## src/rtl/rot_debounce_if.sv

```systemverilog
// Raw and debounced rotary-encoder signals between the encoder pins and the debouncer.
// The master drives the raw pins; the slave (rot_debounce) returns the clean levels and strobes.
interface rot_debounce_if;
    logic ROT_A_IN;
    logic ROT_B_IN;
    logic ROT_CTR_IN;
    logic ROT_A;
    logic ROT_B;
    logic ROT_CTR;
    logic CTR_PRESS;
    logic CTR_RELEASE;

    modport master (
        output ROT_A_IN, ROT_B_IN, ROT_CTR_IN,
        input  ROT_A, ROT_B, ROT_CTR, CTR_PRESS, CTR_RELEASE
    );

    modport slave (
        input  ROT_A_IN, ROT_B_IN, ROT_CTR_IN,
        output ROT_A, ROT_B, ROT_CTR, CTR_PRESS, CTR_RELEASE
    );
endinterface

```

## src/rtl/rot_debounce.sv

```systemverilog
// Rotary encoder debouncer: per-channel 2-flop synchronizer plus stable-count filter.
// Define ROT_DEBOUNCE_STROBE_EN to generate the CTR_PRESS / CTR_RELEASE strobes.
module rot_debounce #(
    parameter int DB_CYCLES = 50000,
    parameter int CNT_W     = 16
) (
    input  logic          C_CLK,
    input  logic          RST_N,
    rot_debounce_if.slave bus
);
    // Channel order in every vector: [0]=A, [1]=B, [2]=CTR. A/B idle high at the detent.
    localparam logic [2:0]       RST_LVL = 3'b011;
    localparam logic [CNT_W-1:0] CNT_MAX = CNT_W'(DB_CYCLES - 1);

    if ((DB_CYCLES < 2) || (longint'(DB_CYCLES) > (longint'(1) << CNT_W))) begin : g_bad_db_cycles
        $error("rot_debounce: DB_CYCLES=%0d outside 2..2**CNT_W (CNT_W=%0d)", DB_CYCLES, CNT_W);
    end

    logic [2:0]            sync1_q, sync1_d;
    logic [2:0]            sync2_q, sync2_d;
    logic [2:0]            clean_q, clean_d;
    logic [2:0][CNT_W-1:0] cnt_q, cnt_d;

    // NOTE: every variable gets its hold value first so no path leaves it unassigned (no latch).
    always_comb begin
        sync1_d = {bus.ROT_CTR_IN, bus.ROT_B_IN, bus.ROT_A_IN};
        sync2_d = sync1_q;
        clean_d = clean_q;
        cnt_d   = cnt_q;
        for (int ch = 0; ch < 3; ch++) begin
            if (sync2_q[ch] == clean_q[ch]) begin
                cnt_d[ch] = '0;
            end else if (cnt_q[ch] == CNT_MAX) begin
                clean_d[ch] = sync2_q[ch];
                cnt_d[ch]   = '0;
            end else begin
                cnt_d[ch] = cnt_q[ch] + 1'b1;
            end
        end
    end

    // NOTE: state uses non-blocking assignments so every flop samples pre-edge values.
    always_ff @(posedge C_CLK or negedge RST_N) begin
        if (!RST_N) begin
            sync1_q <= RST_LVL;
            sync2_q <= RST_LVL;
            clean_q <= RST_LVL;
            cnt_q   <= '0;
        end else begin
            sync1_q <= sync1_d;
            sync2_q <= sync2_d;
            clean_q <= clean_d;
            cnt_q   <= cnt_d;
        end
    end

    assign bus.ROT_A   = clean_q[0];
    assign bus.ROT_B   = clean_q[1];
    assign bus.ROT_CTR = clean_q[2];

`ifdef ROT_DEBOUNCE_STROBE_EN
    logic prev_q, prev_d;

    always_comb prev_d = clean_q[2];

    always_ff @(posedge C_CLK or negedge RST_N) begin
        if (!RST_N) begin
            prev_q <= 1'b0;
        end else begin
            prev_q <= prev_d;
        end
    end

    // Press and release are mutually exclusive: they need opposite clean levels.
    assign bus.CTR_PRESS   =  clean_q[2] & ~prev_q;
    assign bus.CTR_RELEASE = ~clean_q[2] &  prev_q;
`else
    assign bus.CTR_PRESS   = 1'b0;
    assign bus.CTR_RELEASE = 1'b0;
`endif
endmodule

```

## src/flat_wrapper.sv

```systemverilog
// flat-port wrapper written by rule: the top's interface ports become plain ports
module rot_debounce_flat 
#(
    parameter int DB_CYCLES = 50000,
    parameter int CNT_W     = 16
)
  (C_CLK, RST_N, bus_ROT_A_IN, bus_ROT_B_IN, bus_ROT_CTR_IN, bus_ROT_A, bus_ROT_B, bus_ROT_CTR, bus_CTR_PRESS, bus_CTR_RELEASE);
  rot_debounce_if bus_i ();
  input  logic C_CLK;
  input  logic RST_N;
  input wire logic [$bits(bus_i.ROT_A_IN)-1:0] bus_ROT_A_IN;
  input wire logic [$bits(bus_i.ROT_B_IN)-1:0] bus_ROT_B_IN;
  input wire logic [$bits(bus_i.ROT_CTR_IN)-1:0] bus_ROT_CTR_IN;
  output wire logic [$bits(bus_i.ROT_A)-1:0] bus_ROT_A;
  output wire logic [$bits(bus_i.ROT_B)-1:0] bus_ROT_B;
  output wire logic [$bits(bus_i.ROT_CTR)-1:0] bus_ROT_CTR;
  output wire logic [$bits(bus_i.CTR_PRESS)-1:0] bus_CTR_PRESS;
  output wire logic [$bits(bus_i.CTR_RELEASE)-1:0] bus_CTR_RELEASE;
  assign bus_i.ROT_A_IN = bus_ROT_A_IN;
  assign bus_i.ROT_B_IN = bus_ROT_B_IN;
  assign bus_i.ROT_CTR_IN = bus_ROT_CTR_IN;
  assign bus_ROT_A = bus_i.ROT_A;
  assign bus_ROT_B = bus_i.ROT_B;
  assign bus_ROT_CTR = bus_i.ROT_CTR;
  assign bus_CTR_PRESS = bus_i.CTR_PRESS;
  assign bus_CTR_RELEASE = bus_i.CTR_RELEASE;
  rot_debounce #(.DB_CYCLES(DB_CYCLES), .CNT_W(CNT_W)) u_core (.C_CLK(C_CLK), .RST_N(RST_N), .bus(bus_i));
endmodule
```

## config.mk

```make
export PLATFORM = sky130hd
export DESIGN_NAME = rot_debounce_flat
export DESIGN_NICKNAME = d
export VERILOG_FILES = /design/src/rtl/rot_debounce_if.sv /design/src/rtl/rot_debounce.sv /design/src/flat_wrapper.sv
export SDC_FILE = /design/constraint.sdc
export NUM_CORES = 1
export LEC_CHECK = 0
export CORE_MARGIN = 3
export CORE_UTILIZATION = 35
export CTS_CLUSTER_SIZE = 10
export DETAILED_ROUTE_END_ITERATION = 16
export PLACE_DENSITY = 0.5
export SYNTH_ARGS = -nofsm -noshare
export SYNTH_HDL_FRONTEND = slang
export SYNTH_SLANG_ARGS = --single-unit
```

## constraint.sdc

```tcl
create_clock -name C_CLK -period 1.9 [get_ports C_CLK]
set_input_delay 0.285 -clock C_CLK [delete_from_list [all_inputs] [get_ports C_CLK]]
set_output_delay 0.285 -clock C_CLK [all_outputs]
set_load 0.05 [all_outputs]
```

==> results.sh <==
export IMPL_status="finished clean"
export IMPL_cts_root_buffer="clkbuf_8"
export IMPL_async_reset_ff_frac=1.00
export IMPL_criticalPathCategory="flop to flop"
export IMPL_drc=0
export IMPL_grt_max_degree=25
export IMPL_period_minus_slack_ns=1.87
export IMPL_ys_types=29
export IMPL_synth_ff_type="dfrtp_1"
export IMPL_yosys_warnings=0
export IMPL_synth_top_family_by_area="simple AND/OR/NAND/NOR gates"
export IMPL_hpwl_mm=3.30
export IMPL_fin_worst_skew_ns=0.0103
export IMPL_grt_total_usage=0.129
export IMPL_path_clk_slew_ns=0.07
export IMPL_fin_crit_sh=0.984
export IMPL_ant_nets=0
export IMPL_netlist_top_cells_area="dfrtp_1, xnor2_1, nor2_1, dfstp_2, nand3_1"
export IMPL_first_iter_violations=39
export IMPL_die_h_um=93.0
export IMPL_drive_gt1_frac=0.142
export IMPL_syn_inst=256
export IMPL_p_per_area_nw_per_um2=758
export IMPL_ys_seq_area_frac=0.542
export IMPL_ys_ff_latch=57
export IMPL_num_fill_cells=727
export IMPL_wl_mm=4.74
export IMPL_synth_area_um2=2650
export IMPL_max_cap_viol_count=0
export IMPL_synth_adder_area_share=0.0142
export IMPL_cp_end_kind="flop"
export IMPL_synth_top_cells_by_count="nor2_1, dfrtp_1, xnor2_1"
export IMPL_pre_cts_slack_ns=0.0517
export IMPL_num_rows=31
export IMPL_hold_viol_final=0
export IMPL_grt_ovfl_total=0
export IMPL_clk_latency_ns=0.32
export IMPL_multi_input_area_um2=1150
export IMPL_finalSetupViolCount=0
export IMPL_port_buffers=7
export IMPL_synth_area_mux_share=0.0142
export IMPL_tightest_slew_ns=0.559
export IMPL_antenna_found_initial=0
export IMPL_viasPerCell=4.69
export IMPL_htree_levels=3
export IMPL_clock_sinks=57
export IMPL_arrival_ns=2.13
export IMPL_ir_drop_mv=0.256
export IMPL_synth_compound_area_frac=0.00615
export IMPL_utilization=0.425
export IMPL_hp_class="flop to flop"
export IMPL_max_slew_margin=0.628
export IMPL_fmax_mhz=535
export IMPL_io_pins=10
export IMPL_clk_path_buf_depth=2
export IMPL_start_util=0.363
export IMPL_synth_xor_area_frac=0.149
export IMPL_nNetsFinal=292
export IMPL_post_drt_wl_per_cell_um=12.2
export IMPL_cts_inserted_buffers=9
export IMPL_synth_top_area_cell="dfrtp_1"
export IMPL_synth_top_cell_area_share=0.482
export IMPL_rsz0062_at_grt="yes"
export IMPL_area_growth_pct=17.1
export IMPL_grt_pass1_vias=1926
export IMPL_drtPass1Iterations=4
export IMPL_syn_avg_cell_area_um2=10.3
export IMPL_via_count=1819
export IMPL_worstSetupStartpointType="flop"
export IMPL_yosysMostFrequentCell="nor2_1"
export IMPL_grt_pass1_wl_mm=8.81
export IMPL_antennaDiodeCount=0
export IMPL_cts_tree="done"
export IMPL_critical_path_max_fanout=3
export IMPL_gp_congestion=0.780
export IMPL_fp_dieW_um=93.0
export IMPL_core_um2=7290
export IMPL_leakagePower_nw=1.22
export IMPL_slew_viol_final=0
export IMPL_die_area_um2=8640
export IMPL_regArea_um2=1430
export IMPL_yosys_area_share_simple=0.246
export IMPL_synth_edf_count=0
export IMPL_fin_ws_ns=0.0300
export IMPL_worst_ep_required_time_ns=2.16
flip-flops by register name, indices dropped and copies added (netlist names):
register / flops
u_core.clean_q: 3
u_core.cnt_q: 48
u_core.sync1_q: 3
u_core.sync2_q: 3
cells in the final DEF (no fill, tap or decap), types with 4 or more instances in the layout:
master           count
nand4_1             11
clkdlybuf4s50_1      4
nor3_1              12
xor2_1               8
nand2_1             11
buf_4               14
nor2_1              56
nand3_1             17
xnor2_1             37
inv_1               10
dfstp_2              6
dfrtp_1             51
clkbuf_1             5
nor4_1              13
clkbuf_8            11
layer usage:
layer	vias up	share of wire	global-route usage
met5	-	0	0
met4	0	0.0084	0.0476
met3	4	0.036	0.0439
met2	25	0.44	0.191
met1	875	0.52	0.173
li1	915	-	-
power breakdown:
group	leakage, nW	switching (mW)	internal, mW
registers	0.763	0.0185	1.24
clock network	0.0850	0.438	0.548
logic	0.376	0.0639	0.0387
area by class of cell:
cell class | instances | share of cell area
Sequential cell | 57 | 0.463
Timing Repair Buffer | 21 | 0.0582
Tap cell | 99 | 0.0400
Clock buffer | 16 | 0.0549
Multi-Input combinational cell | 185 | 0.372
Inverter | 10 | 0.0121
cell families (layout without fill, tap and decap cells):
kind of cell / after synthesis / in the layout
and+or+nand+nor: 131 / 131
DFF: 57 / 57
xor gates and xnor gates: 45 / 45
muxes: 3 / 3
buffers and inverters: 15 / 47
AOI/OAI and AO/OA: 1 / 1
other: 1 / 2
adders and majority gates: 3 / 3
metrics by stage:
step	std cells	power [mW]	cell area [µm²]	TNS (ns)	hold slack [ns]
final	388	2.35	3100	0	0.349
after detailed placement	371	1.38	2910	0	0.314
after global routing	388	2.47	3100	-0.0156	0.356
after CTS	388	2.39	3090	0	0.351
after floorplan	257	1.33	2650	0	-0.0106
after global placement	371	1.38	2910	0	0.318
final timing paths:
kind / startpoint / end / slack, ns / cells after the start
min in group asynchronous: RST_N / u_core.cnt_q[32] / 0.49 / 2
hold reg to reg: u_core.sync1_q[2] / u_core.sync2_q[2] / 0.35 / 0
hold / removal: u_core.sync1_q[2] / u_core.sync2_q[2] / 0.35 / 0
setup / recovery: u_core.cnt_q[11] / u_core.clean_q[0] / 0.03 / 3
max in group asynchronous: RST_N / u_core.sync1_q[0] / 0.79 / 3
setup reg to reg: u_core.cnt_q[11] / u_core.clean_q[0] / 0.03 / 3
timing repair:
action | 4_1_cts | 5_1_grt
setup endpoints to repair | 0 | 14
buffers inserted | 0 | 0
hold buffers | 1 | 0
hold endpoints to repair | 18 | 0
gates resized for setup | 0 | 1
critical path, cell delays in order, from the launching register on:
cell and delay, ns:
dfrtp_1 0.41, or4b_4 0.53, or4_4 0.55, mux2_4 0.32
No activity file was read; power rests on OpenSTA's default activity.
